File: config.mk
export PLATFORM = sky130hd
export DESIGN_NAME = rom_read_arbiter
export DESIGN_NICKNAME = d
export VERILOG_FILES = /design/src/rtl/rom_read_arbiter.sv
export SDC_FILE = /design/constraint.sdc
export NUM_CORES = 1
export LEC_CHECK = 0
export ABC_AREA = 1
export BUFFER_PORTS_ARGS = -buffer_cell sky130_fd_sc_hd__buf_2
export CELL_PAD_IN_SITES_DETAIL_PLACEMENT = 0
export CELL_PAD_IN_SITES_GLOBAL_PLACEMENT = 2
export CORE_MARGIN = 5
export CORE_UTILIZATION = 20
export CTS_CLUSTER_SIZE = 28
export DETAILED_ROUTE_END_ITERATION = 8
export PLACE_DENSITY = 0.93
export SLEW_MARGIN = 20
export SYNTH_ARGS = -nofsm -noshare
export SYNTH_HDL_FRONTEND = slang
export SYNTH_SLANG_ARGS = --single-unit
File: constraint.sdc
create_clock -name ACLK -period 4.8 [get_ports ACLK]
set_clock_uncertainty 0.15 [all_clocks]
set_input_delay 1.44 -clock ACLK [delete_from_list [all_inputs] [get_ports ACLK]]
set_output_delay 1.44 -clock ACLK [all_outputs]
set_load 0.02 [all_outputs]
File: src/rtl/rom_read_arbiter.sv
// rom_read_arbiter
// Two-master AXI read arbiter in front of the ROM wrapper's read slave port.
// It grants M0 and M1 read bursts round-robin and forwards one burst at a time
// to the slave. R beats are routed back only to the granted master. Addresses
// outside the ROM window are answered locally with DECERR bursts.
//
// Ports:
//   ACLK, ARESETn              clock (rising edge), asynchronous active-low reset
//   M0_AR*/M0_R*               master 0 (instruction fetch) AR and R channels
//   M1_AR*/M1_R*               master 1 (data/DMA) AR and R channels
//   S_AR*/S_R*                 slave-side AR and R channels toward the ROM wrapper
module rom_read_arbiter #(
    parameter int unsigned ID_W     = 4,
    parameter int unsigned ADDR_W   = 32,
    parameter int unsigned DATA_W   = 32,
    parameter int unsigned LEN_W    = 4,
    parameter logic [15:0] ROM_BASE = 16'h0000
) (
    input  logic              ACLK,
    input  logic              ARESETn,
    // Master 0
    input  logic [ID_W-1:0]   M0_ARID,
    input  logic [ADDR_W-1:0] M0_ARAddr,
    input  logic [LEN_W-1:0]  M0_ARLen,
    input  logic [2:0]        M0_ARSize,
    input  logic [1:0]        M0_ARBurst,
    input  logic              M0_ARValid,
    output logic              M0_ARReady,
    output logic [ID_W-1:0]   M0_RID,
    output logic [DATA_W-1:0] M0_RData,
    output logic [1:0]        M0_RResp,
    output logic              M0_RLast,
    output logic              M0_RValid,
    input  logic              M0_RReady,
    // Master 1
    input  logic [ID_W-1:0]   M1_ARID,
    input  logic [ADDR_W-1:0] M1_ARAddr,
    input  logic [LEN_W-1:0]  M1_ARLen,
    input  logic [2:0]        M1_ARSize,
    input  logic [1:0]        M1_ARBurst,
    input  logic              M1_ARValid,
    output logic              M1_ARReady,
    output logic [ID_W-1:0]   M1_RID,
    output logic [DATA_W-1:0] M1_RData,
    output logic [1:0]        M1_RResp,
    output logic              M1_RLast,
    output logic              M1_RValid,
    input  logic              M1_RReady,
    // Slave (ROM wrapper)
    output logic [ID_W-1:0]   S_ARID,
    output logic [ADDR_W-1:0] S_ARAddr,
    output logic [LEN_W-1:0]  S_ARLen,
    output logic [2:0]        S_ARSize,
    output logic [1:0]        S_ARBurst,
    output logic              S_ARValid,
    input  logic              S_ARReady,
    input  logic [ID_W-1:0]   S_RID,
    input  logic [DATA_W-1:0] S_RData,
    input  logic [1:0]        S_RResp,
    input  logic              S_RLast,
    input  logic              S_RValid,
    output logic              S_RReady
);

    typedef enum logic [1:0] {StIdle, StAddr, StData, StErr} state_e;

    state_e              r_state;
    logic                r_rr;
    logic                r_gnt;
    logic [LEN_W-1:0]    r_cnt;
    logic [ID_W-1:0]     r_id;
    logic [ADDR_W-1:0]   r_addr;
    logic [LEN_W-1:0]    r_len;
    logic [2:0]          r_size;
    logic [1:0]          r_burst;

    logic                w_idle;
    logic                w_grant0;
    logic                w_grant1;
    logic                w_ar_hs;
    logic [ID_W-1:0]     w_ar_id;
    logic [ADDR_W-1:0]   w_ar_addr;
    logic [LEN_W-1:0]    w_ar_len;
    logic [2:0]          w_ar_size;
    logic [1:0]          w_ar_burst;
    logic                w_in_rom;
    logic                w_s_rready;
    logic                w_gnt_rready;
    logic                w_err_last;

    // Gating with ARESETn keeps both ARReady low while reset is held, even if a
    // master is already presenting a request.
    assign w_idle   = (r_state == StIdle) && ARESETn;
    // Contention resolved by rr: 0 favours M0, 1 favours M1.
    assign w_grant0 = w_idle && M0_ARValid && (!M1_ARValid || !r_rr);
    assign w_grant1 = w_idle && M1_ARValid && (!M0_ARValid || r_rr);
    assign w_ar_hs  = w_grant0 || w_grant1;

    assign M0_ARReady = w_grant0;
    assign M1_ARReady = w_grant1;

    assign w_ar_id    = w_grant1 ? M1_ARID    : M0_ARID;
    assign w_ar_addr  = w_grant1 ? M1_ARAddr  : M0_ARAddr;
    assign w_ar_len   = w_grant1 ? M1_ARLen   : M0_ARLen;
    assign w_ar_size  = w_grant1 ? M1_ARSize  : M0_ARSize;
    assign w_ar_burst = w_grant1 ? M1_ARBurst : M0_ARBurst;
    assign w_in_rom   = (w_ar_addr[ADDR_W-1 -: 16] == ROM_BASE);

    assign w_gnt_rready = r_gnt ? M1_RReady : M0_RReady;
    assign w_s_rready   = (r_state == StData) && w_gnt_rready;
    assign w_err_last   = (r_cnt == r_len);

    assign S_RReady  = w_s_rready;
    assign S_ARValid = (r_state == StAddr);
    assign S_ARID    = r_id;
    assign S_ARAddr  = r_addr;
    assign S_ARLen   = r_len;
    assign S_ARSize  = r_size;
    assign S_ARBurst = r_burst;

    always_ff @(posedge ACLK or negedge ARESETn) begin
        if (!ARESETn) begin
            r_state <= StIdle;
            r_rr    <= 1'b0;
            r_gnt   <= 1'b0;
            r_cnt   <= '0;
            r_id    <= '0;
            r_addr  <= '0;
            r_len   <= '0;
            r_size  <= '0;
            r_burst <= '0;
        end else begin
            case (r_state)
                StIdle: begin
                    if (w_ar_hs) begin
                        r_id    <= w_ar_id;
                        r_addr  <= w_ar_addr;
                        r_len   <= w_ar_len;
                        r_size  <= w_ar_size;
                        r_burst <= w_ar_burst;
                        r_gnt   <= w_grant1;
                        r_cnt   <= '0;
                        r_state <= w_in_rom ? StAddr : StErr;
                    end
                end
                StAddr: begin
                    if (S_ARReady) begin
                        r_state <= StData;
                    end
                end
                StData: begin
                    if (S_RValid && w_s_rready && S_RLast) begin
                        r_state <= StIdle;
                        r_rr    <= ~r_gnt;
                    end
                end
                StErr: begin
                    // RValid is always high here, so RReady alone completes a beat.
                    if (w_gnt_rready) begin
                        if (w_err_last) begin
                            r_state <= StIdle;
                            r_rr    <= ~r_gnt;
                            r_cnt   <= '0;
                        end else begin
                            r_cnt <= r_cnt + LEN_W'(1);
                        end
                    end
                end
                default: r_state <= StIdle;
            endcase
        end
    end

    // R routing: pass-through from the slave in DATA, locally generated DECERR
    // beats in ERR, all zero for the non-granted master and in other states.
    always_comb begin
        M0_RID    = '0;
        M0_RData  = '0;
        M0_RResp  = '0;
        M0_RLast  = 1'b0;
        M0_RValid = 1'b0;
        M1_RID    = '0;
        M1_RData  = '0;
        M1_RResp  = '0;
        M1_RLast  = 1'b0;
        M1_RValid = 1'b0;
        case (r_state)
            StData: begin
                if (!r_gnt) begin
                    M0_RID    = S_RID;
                    M0_RData  = S_RData;
                    M0_RResp  = S_RResp;
                    M0_RLast  = S_RLast;
                    M0_RValid = S_RValid;
                end else begin
                    M1_RID    = S_RID;
                    M1_RData  = S_RData;
                    M1_RResp  = S_RResp;
                    M1_RLast  = S_RLast;
                    M1_RValid = S_RValid;
                end
            end
            StErr: begin
                if (!r_gnt) begin
                    M0_RID    = r_id;
                    M0_RResp  = 2'b11;
                    M0_RLast  = w_err_last;
                    M0_RValid = 1'b1;
                end else begin
                    M1_RID    = r_id;
                    M1_RResp  = 2'b11;
                    M1_RLast  = w_err_last;
                    M1_RValid = 1'b1;
                end
            end
            default: ;
        endcase
    end

endmodule

Word-level counts from Yosys, hierarchy flattened
Cells that the tools add are included.
{"block": "word_totals", "reg_bits": 53, "in_bits": 137}
{"block": "classes", "addsub": 1, "n_eq_ne": 9, "muxes": 49, "n_bitwise": 1, "reduce_logical": 22}
{"op": "$mux 32", "count": 5}
{"op": "$mux 4", "count": 9}
{"op": "$pmux 4 s2", "count": 3}
{"op": "$mux 2", "count": 11}
{"op": "$logic_not 16->1", "count": 1}
{"op": "$mux 1", "count": 12}
{"op": "$pmux 1 s2", "count": 5}
{"op": "$logic_and 1x1->1", "count": 8}
{"op": "$pmux 2 s2", "count": 2}
{"op": "$pmux 2 s4", "count": 1}
{"op": "$ne 2x2->1 const B", "count": 3}
{"op": "$reduce_and 5->1", "count": 1}
{"op": "$add 4x1->4 const B", "count": 1}
{"op": "$eq 2x2->1 const B", "count": 2}
{"op": "$eq 4x4->1", "count": 1}
{"op": "$ne 2x1->1 const B", "count": 2}
{"op": "$reduce_and 4->1", "count": 1}
{"op": "$reduce_bool 2->1", "count": 2}
{"op": "$logic_not 1->1", "count": 3}
{"op": "$logic_or 1x1->1", "count": 3}
{"op": "$mux 3", "count": 1}
{"op": "$reduce_and 3->1", "count": 1}
{"op": "$eq 2x1->1 const B", "count": 1}
{"op": "$logic_not 2->1", "count": 1}
{"op": "other kinds (2)", "count": 2}

Depth between registers and ports, before layout
Gate-level depths: netlist (run 1).
{"block": "logic_depth", "ltp_word": 9, "depth_mapped": 12, "mapped_depth_nobuf": 11}

Worst setup path after synthesis (run 1)
No wires, ideal clock.
{"block": "synth_path", "kind": "input to output", "start": "input port M1_ARValid", "end": "output port M1_ARReady", "arrival_time_ns": 2.174, "slack_ns": 1.036, "path_stages": 5, "path_buffers": 2, "path_cell_list": "a21boi_4 > nand2_8 > inv_4 > buf_6 > buf_2"}
{"block": "synth_via", "elab_chain_cells": 2}
{"element": "start: declaration", "line_no": "41", "text": "input logic M1_ARValid,"}
{"element": "$logic_and 1x1->1 (2 in series)", "line_no": "96", "text": "assign w_grant1 = w_idle && M1_ARValid && (!M0_ARValid || r_rr);"}
{"element": "end: declaration", "line_no": "42", "text": "output logic M1_ARReady,"}
Every way passes these cells.

Final worst setup path (run 1)
{"block": "layout_path", "start": "input port ARESETn", "end": "output port M0_ARReady"}
{"block": "layout_via", "elab_chain_cells": 3}
{"element": "start: declaration", "line_no": "20", "text": "input logic ARESETn,"}
{"element": "$logic_and 1x1->1", "line_no": "93", "text": "assign w_idle = (r_state == StIdle) && ARESETn;"}
{"element": "$logic_and 1x1->1 (2 in series)", "line_no": "95", "text": "assign w_grant0 = w_idle && M0_ARValid && (!M1_ARValid || !r_rr);"}
{"element": "end: declaration", "line_no": "28", "text": "output logic M0_ARReady,"}
Every way passes these cells.

==> impl_metrics.ini, run 1 <==
[logic_synthesis]
synth_area_um2 = 3430
yosysWarnings = 0
syn_avg_cell_area_um2 = 6.88
synth_edf_count = 0
syn-instance-count = 499
synth_fp_nets = 637
synth_cell_type_count = 26
synth_top_area_share_pct = 38.6
async_flop_share_pct = 100
synth-main-ff-cell = dfrtp_1
ys_top_cells_by_area = dfrtp_1 39%, nand2_1 14%, nor3_1 9.5%
synth_top_cell_by_area = dfrtp_1
synth-seq-cells = 53
yosysSeqAreaShare_pct = 38.6

[route]
drtAntennaViolNets = 0
first_iter_violations = 109
drc = 0
avgViaCountPerCell = 4.20
avgRoutedWirePerCell_um = 14.4
drt_wl_total_um = 13900
vias = 4052
first_pass_iters = 4

[clock_network]
cts_root_buffer = clkbuf_16
clock_latency_ns = 0.29
cts_buffer_depth = 2
htree_levels = 2
cts_setup_buffers = 0
clk_pin_slew_worst_paths_ns = 0.07
cts_hold_buffers = 0
cts-resized-gates = 0
cts.sinks = 53
cts_tree = done
cts_buffers = 5

[floorplanning]
die_y_um = 141
dieWidth_um = 141
die_area_um2 = 19900
num_rows = 47
coreArea_um2 = 16700
io_pins = 266
start_util_pct = 20.5

[timing]
rsz0062_at_grt = false
setup_viol = 0
hold_viol = 0
min_period_ns = 3.89
timing_worst_slew_pin_value_ns = 0.704
slew_headroom_pct = 53.1
period_share_pct = 81.0
fmax_mhz = 257
finalSetupTns_ns = 0
finalMaxSlewViolations = 0

[critical_path]
cp-startpoint = ARESETn
critPathLaunchType = input pin
reg2reg_slack_ns = 2.02
path_class = in -> out
setup.worst_path.end_class = output port
r2r_end = S_ARAddr[12]
cp.required_ns = 3.21
crit_end = M0_ARReady
path_max_fanout = 12
cp_data_arrival_time_ns = 2.30
ff2ff_path_depth = 11
r2r-start = r_state[0]

[hold_path]
hold_class = reg -> reg

[global_route]
grt_max_degree = 54
grt_pass1_vias = 4113
grt_pass1_wl_um = 21600
gr-total-overflow = 0
antenna_found_initial = 0
globalRouteTotalUtil_pct = 13.4

[layout]
fill_cells = 1937
fin_util_pct = 30.4
final_area_um2 = 5070
final_cells = 965
seq_area_um2 = 1330
drive_above_1_share_pct = 38.9
diodes = 0
multiInputGateArea_um2 = 1710
area_delta_synth_final_pct = 47.7
fin_nets = 882
layout_common_cells = 265 x buf_2, 131 x nand2_1, 65 x nor3_1
layout_commonest_cell = buf_2

[place]
routabilityCongestion = 0.749
dp_hpwl_um = 11200
dp.cells = 957
dpl_cell_area_um2 = 4930
portBuffers = 265

[run_status]
status = finished, final reports clean

[power]
leakage_nw = 2.92
report.power.total_w = 0.00306
worst_ir_drop_vdd_v = 0.000242
p_per_area_nw_per_um2 = 603

[job]
max_cap_violations = 0
[where the power goes]
part           switching (W)  internal, W  total, W
combinational        0.00132     0.000590   0.00191
sequential          0.000137     0.000655  0.000793
clock               0.000164     0.000192  0.000356
[flip-flops by register name (all words and copies together), names as in the netlist]
signal and cells:
S_ARAddr 32, S_ARBurst 2, S_ARID 4, S_ARLen 4, S_ARSize 3, r_cnt 4
r_gnt 1, r_rr 1, r_state 2
[cell usage after synthesis, types with 5 or more instances]
cell,number
nor3_1,65
nor2_1,59
nand3_1,11
nand3b_1,9
xor2_1,6
dfrtp_1,53
a31oi_1,35
a21oi_1,11
inv_1,55
clkbuf_1,14
buf_4,5
o21ai_0,12
nand2_1,132
buf_2,13
[critical path, cell delays in order]
cell and delay [ns]:
buf_2 0.09, inv_1 0.09, nor2_8 0.24, nand3_1 0.12, inv_2 0.14, buf_2 0.18
[logic make-up (layout without fill, tap and decap cells)]
group	Yosys count	in the layout	synth area share, %
AO/OA/AOI/OAI	59	59	10.3
buffers and inverters	94	340	11.6
multiplexers	4	4	1.17
flip-flops	53	53	38.6
adder cells (fa/ha/maj)	1	1	0.365
XOR/XNOR	6	6	1.53
AND/OR/NAND/NOR	282	282	36.4
[worst min path at each step]
stage,start,end,slack (ns),cells after the start
finish,S_ARAddr[17],S_ARAddr[17],0.33,2
CTS,S_ARAddr[17],S_ARAddr[17],0.34,2
detailed placement,S_ARAddr[17],S_ARAddr[17],0.32,2
floorplan,r_rr,r_rr,0.32,2
global route,S_ARAddr[17],S_ARAddr[17],0.35,2
global placement,S_ARAddr[17],S_ARAddr[17],0.31,2
[area by class of cell]
type	instances	share of cell area, %
clock buffer	6	2.54
clock inverter	2	0.197
inverter	60	4.49
multi-input combinational	352	33.7
sequential	53	26.2
tap	220	5.43
timing repair buffer	272	27.4
[through the flow]
step / hold slack, ns / setup slack (ns)
after floorplan: 0.325 / 1.04
after global placement: 0.312 / 0.906
after global routing: 0.348 / 0.825
final: 0.332 / 0.912
after CTS: 0.336 / 0.875
after detailed placement: 0.318 / 0.896
[layer usage]
| layer | share of wire, % | wire (um) | track usage, % | vias to the layer above |
|---|---|---|---|---|
| met4 | 0.73 | 101 | 2.60 | 0 |
| li1 | - | - | - | 2092 |
| met1 | 39 | 5400 | 15.3 | 1769 |
| met5 | 0 | 0 | 0 | - |
| met3 | 11 | 1490 | 4.54 | 7 |
| met2 | 50 | 6910 | 24.4 | 184 |
(Power assumes the default switching activity.)
==> run 2: changes to the inputs <==
--- a/config.mk
+++ b/config.mk
@@ -10,10 +10,10 @@
 export CELL_PAD_IN_SITES_DETAIL_PLACEMENT = 0
 export CELL_PAD_IN_SITES_GLOBAL_PLACEMENT = 2
 export CORE_MARGIN = 5
-export CORE_UTILIZATION = 20
+export CORE_UTILIZATION = 17
 export CTS_CLUSTER_SIZE = 28
 export DETAILED_ROUTE_END_ITERATION = 8
-export PLACE_DENSITY = 0.93
+export PLACE_DENSITY = 0.85
 export SLEW_MARGIN = 20
 export SYNTH_ARGS = -nofsm -noshare
 export SYNTH_HDL_FRONTEND = slang
==> constraint.sdc (replaced) <==
create_clock -name ACLK -period 3.3 [get_ports ACLK]
set_clock_uncertainty 0.15 [all_clocks]
set_input_delay 0.99 -clock ACLK [delete_from_list [all_inputs] [get_ports ACLK]]
set_output_delay 0.99 -clock ACLK [all_outputs]
set_load 0.02 [all_outputs]
==> run 2 against run 1 <==
  * Setup slack got worse by 0.52 ns
  * Die area rose by 16%
  * Power rose by 50%
  * Highest routed layer unchanged
  * Worst hold slack got worse by 0.0014 ns
  * Combinational power rose by 46%
  * Largest power group unchanged
  * Via count rose by 0.62%
  * Critical path type is now reg -> out
  * Flip-flop and latch count did not move
  * Sequential power rose by 46%
==> impl_metrics.ini, run 2 (synthesis gave the netlist of run 1 again) <==
[route]
vias = 4077
first_pass_iters = 4
drc = 0
avgViaCountPerCell = 4.00
avgRoutedWirePerCell_um = 13.5
first_iter_violations = 117
drtAntennaViolNets = 0
drt_wl_total_um = 13800

[timing]
min_period_ns = 2.91
finalMaxSlewViolations = 0
finalSetupTns_ns = 0
slew_headroom_pct = 51.4
fmax_mhz = 344
whs_ns = 0.331
period_share_pct = 88.2
timing_worst_slew_pin_value_ns = 0.729
rsz0062_at_grt = false
setup_viol = 0
hold_viol = 0

[layout]
diodes = 0
fill_cells = 2275
fin_nets = 886
final_area_um2 = 5210
area_delta_synth_final_pct = 51.8
largest_register_ffs = 32
drive_above_1_share_pct = 39.3
fin_util_pct = 26.0
layout_commonest_cell = buf_2
layout_common_cells = 265 x buf_2, 132 x nand2_1, 65 x nor3_1

[hold_path]
whs_endpoint = S_ARAddr[25]
hold_class = reg -> reg
hold_start = S_ARAddr[25]
min_path_cells = 2

[clock_network]
cts_hold_buffers = 0
cts_buffers = 5
cts_root_buffer = clkbuf_16
cts_tree = done
htree_levels = 2
cts.sinks = 53
cts_setup_buffers = 0
cts-resized-gates = 0
clock_latency_ns = 0.30
clk_pin_slew_worst_paths_ns = 0.07
cts_buffer_depth = 2

[floorplanning]
num_rows = 52
start_util_pct = 17.1
die_y_um = 152
io_pins = 266
coreArea_um2 = 20000
dieWidth_um = 152
die_area_um2 = 23100

[critical_path]
r2r-start = r_state[0]
critPathLaunchType = flip-flop
path_class = reg -> out
cp.required_ns = 2.16
reg2reg_slack_ns = 1.10
setup.worst_path.end_class = output port
crit_family = buffers and inverters
ff2ff_path_depth = 11
cp_data_arrival_time_ns = 1.77
timing.critical_path.buf_inv = 2
crit_chain = buf_4 -> nand2_1 -> nor2_1 -> nor3_1 -> buf_2
cp_slowest_cell = buf_4
cp-startpoint = r_state[0]
critPathMaxStageDelay_ns = 0.42
path_max_fanout = 39
r2r_end = S_ARSize[2]

[global_route]
antenna_found_initial = 0
grt_pass1_vias = 4017
grt_max_degree = 59
gr-total-overflow = 0
grt_pass1_wl_um = 21300
globalRouteTotalUtil_pct = 11.1

[place]
dp_hpwl_um = 10800
dpl_cell_area_um2 = 5030
portBuffers = 265
routabilityCongestion = 0.777

[power]
report.power.total_w = 0.00458
p_sw_share_pct = 51.5
worst_ir_drop_vdd_v = 0.000322
leakage_nw = 2.96
comb_power_share_pct = 60.8
internal_power_w = 0.00222
clkPwrFrac_pct = 13.8
p_sw_w = 0.00236
p_per_area_nw_per_um2 = 880
power_frac_seq_pct = 25.4

[job]
max_cap_violations = 0

[run_status]
status = finished, final reports clean
-- run 2: power groups by stage --
stage               Sequential (W)  Combinational, W  Clock [W]
finish                     0.00116           0.00279   0.000634
detailed placement         0.00118           0.00285          0
floorplan                  0.00147           0.00151          0
global placement           0.00118           0.00286          0
global route               0.00122           0.00305   0.000678
CTS                        0.00117           0.00284   0.000666
-- run 2: area by class of cell --
type / instances / area (um2) / share of cell area [%]
sequential: 53 / 1330 / 25.5
tap: 270 / 338 / 6.48
inverter: 60 / 228 / 4.37
timing repair buffer: 276 / 1430 / 27.5
multi-input combinational: 352 / 1710 / 32.8
clock buffer: 6 / 139 / 2.67
clock inverter: 2 / 37.5 / 0.720
-- run 2: through the flow --
step / std cells / setup WS [ns]
floorplan: 499 / 0.436
global placement: 1011 / 0.377
detailed placement: 1011 / 0.378
CTS: 1019 / 0.295
global route: 1019 / 0.173
finish: 1019 / 0.390
-- run 2: metal layers --
layer  wire length, um  track usage [%]
met1              5690             13.0
met2              6590             19.4
met3              1260             3.98
met4               266             3.00
met5                 0                0
-- run 2: how the worst max path moves through the flow --
stage                     depth (start not counted)  slack (ns)          to
after floorplan                                   5        0.44  M1_ARReady
after global placement                            6        0.38  M0_ARReady
after detailed placement                          6        0.38  M1_ARReady
after CTS                                         5        0.29    M1_RLast
after global routing                              5        0.17    M1_RLast
final                                             5        0.39    M1_RLast
-- run 2: worst reg2reg max path, stage by stage, from the launching register on --
cell and delay (ns):
dfrtp_1 0.39, inv_2 0.17, nand2_4 0.10, nor2_8 0.23
nand3_1 0.13, inv_2 0.07, buf_4 0.14, nor2_8 0.04
inv_2 0.19, buf_12 0.28, nor2_1 0.11, a31oi_1 0.14
==> run 3: changes to the inputs <==
--- a/config.mk
+++ b/config.mk
@@ -5,8 +5,8 @@
 export SDC_FILE = /design/constraint.sdc
 export NUM_CORES = 1
 export LEC_CHECK = 0
-export ABC_AREA = 1
 export BUFFER_PORTS_ARGS = -buffer_cell sky130_fd_sc_hd__buf_2
+export CAP_MARGIN = 20
 export CELL_PAD_IN_SITES_DETAIL_PLACEMENT = 0
 export CELL_PAD_IN_SITES_GLOBAL_PLACEMENT = 2
 export CORE_MARGIN = 5
@@ -14,6 +14,7 @@
 export CTS_CLUSTER_SIZE = 28
 export DETAILED_ROUTE_END_ITERATION = 8
 export PLACE_DENSITY = 0.85
+export SETUP_SLACK_MARGIN = 0.15
 export SLEW_MARGIN = 20
 export SYNTH_ARGS = -nofsm -noshare
 export SYNTH_HDL_FRONTEND = slang
==> run 3 against run 2 <==
  * Sequential share of layout area rose by 1.6 points
  * Design area fell by 5.7%
  * Power fell by 6.0%
  * Via count fell by 7.5%
  * Register-to-register slack got worse by 0.13 ns
  * Sequential power barely moved
  * Critical path depth did not move
  * Critical endpoint is now M0_RLast
  * Highest routed layer unchanged
==> impl_metrics.ini, run 3 <==
[place]
dpl_cell_area_um2 = 4760
portBuffers = 265
routabilityCongestion = 0.807
dp_hpwl_um = 11100
dp.cells = 913

[logic_synthesis]
synth.most_common_cell = nor2_1
synth_common_cells = 116 x nor2_1, 115 x nand2_1, 53 x dfrtp_1
synth-main-ff-cell = dfrtp_1
synth-seq-cells = 53
syn_avg_cell_area_um2 = 7.44
yosysWarnings = 0
synth_cell_type_count = 34
syn-instance-count = 436
synth_top_cell_by_area = dfrtp_1
synth_fp_nets = 574
ys_top_cells_by_area = dfrtp_1 41%, nor2_1 13%, nand2_1 13%
synth_edf_count = 0
async_flop_share_pct = 100
synth_top_area_share_pct = 40.9
synth_area_um2 = 3250
yosysSeqAreaShare_pct = 40.9

[route]
drc = 0
first_pass_iters = 4
first_iter_violations = 170
drtAntennaViolNets = 0
drt_wl_total_um = 14000
vias = 3770
avgViaCountPerCell = 4.09
avgRoutedWirePerCell_um = 15.3

[job]
max_cap_violations = 0

[layout]
diodes = 0
layout_common_cells = 265 x buf_2, 116 x nor2_1, 115 x nand2_1
area_delta_synth_final_pct = 51.3
fin_nets = 824
largest_register_ffs = 32
fin_util_pct = 26.2
layout_commonest_cell = buf_2
final_area_um2 = 4910
final_cells = 921
fill_cells = 2127
drive_above_1_share_pct = 42.4

[critical_path]
reg2reg_slack_ns = 0.97
cp_data_arrival_time_ns = 1.89
setup.worst_path.end_class = output port
path_max_fanout = 4
critPathLaunchType = flip-flop
path_class = reg -> out
cp.required_ns = 2.16

[clock_network]
cts_buffers = 5
cts_root_buffer = clkbuf_16
cts_tree = done
clock_latency_ns = 0.30
htree_levels = 2
cts_buffer_depth = 2
cts.sinks = 53
clk_pin_slew_worst_paths_ns = 0.08

[floorplanning]
coreArea_um2 = 18800
dieWidth_um = 148
io_pins = 266
start_util_pct = 17.3
die_y_um = 148
num_rows = 50
die_area_um2 = 22000

[timing]
finalSetupTns_ns = 0
hold_viol = 0
period_share_pct = 91.9
timing_worst_slew_pin_value_ns = 0.739
finalMaxSlewViolations = 0
min_period_ns = 3.03
setup_viol = 0
fmax_mhz = 330
slew_headroom_pct = 50.8
rsz0062_at_grt = false

[global_route]
globalRouteTotalUtil_pct = 12.2
gr-total-overflow = 0
grt_pass1_vias = 3762
antenna_found_initial = 0
grt_pass1_wl_um = 21200
grt_max_degree = 61

[hold_path]
hold_class = reg -> reg

[run_status]
status = finished, final reports clean

[power]
p_per_area_nw_per_um2 = 877
worst_ir_drop_vdd_v = 0.000272
leakage_nw = 2.73
report.power.total_w = 0.00431
run 3: cell families (layout without fill, tap and decap cells):
logic type                 after synthesis  in the layout  share of synthesized area [%]
adders and majority gates                1              1                          0.385
xor gates and xnor gates                 4              4                           1.08
AOI/OAI and AO/OA                       60             60                           11.8
muxes                                   23             23                           7.13
and+or+nand+nor                        259            259                           32.2
DFF                                     53             53                           40.9
buffers and inverters                   36            287                           6.51
run 3: metrics by stage:
step / setup WS [ns] / hold slack [ns]
after floorplan: 0.555 / 0.359
after global placement: 0.370 / 0.314
after detailed placement: 0.395 / 0.321
after CTS: 0.230 / 0.336
after global routing: 0.173 / 0.357
final: 0.268 / 0.329
run 3: path summary, 6_finish.rpt:
| check | start | endpoint | cells past startpoint |
|---|---|---|---|
| worst min register to register | S_ARAddr[29] | S_ARAddr[29] | 2 |
| min in group asynchronous | ARESETn | S_ARAddr[0] | 2 |
| worst max-delay path | r_cnt[1] | M0_RLast | 5 |
| worst max register to register | r_state[0] | r_state[1] | 6 |
| worst min-delay path | S_ARAddr[29] | S_ARAddr[29] | 2 |
| max in group asynchronous | ARESETn | S_ARAddr[24] | 2 |
run 3: worst max-delay path, stage by stage (launching register included):
cell	delay (ns)
dfrtp_1	0.43
xor2_1	0.19
nor4_2	0.44
mux2i_1	0.23
nor2_1	0.12
buf_2	0.17
run 3: cell type report:
class | instances | area (um2) | share of cell area [%]
clock buffer | 5 | 125 | 2.55
inverter | 5 | 18.8 | 0.382
sequential | 53 | 1330 | 27.0
multi-input combinational | 347 | 1720 | 35.0
tap | 234 | 293 | 5.96
clock inverter | 3 | 21.3 | 0.433
timing repair buffer | 274 | 1410 | 28.6
run 3: repair_timing:
action	in CTS	in global routing
setup endpoints to repair	2	0
hold buffers	0	0
resized for setup	1	0
setup buffers	0	0
run 3: metal layers:
layer / part of all wire, % / global-route usage (%) / up-vias
met2: 52 / 22.3 / 125
li1: - / - / 1942
met1: 40 / 14.0 / 1686
met5: 0 / 0 / -
met3: 6.3 / 2.83 / 17
met4: 1.9 / 3.65 / 0
run 3: power breakdown:
group / internal [W] / switching, W
Combinational: 0.000857 / 0.00172
Sequential: 0.000953 / 0.000232
Clock: 0.000283 / 0.000259
Total: 0.00209 / 0.00221
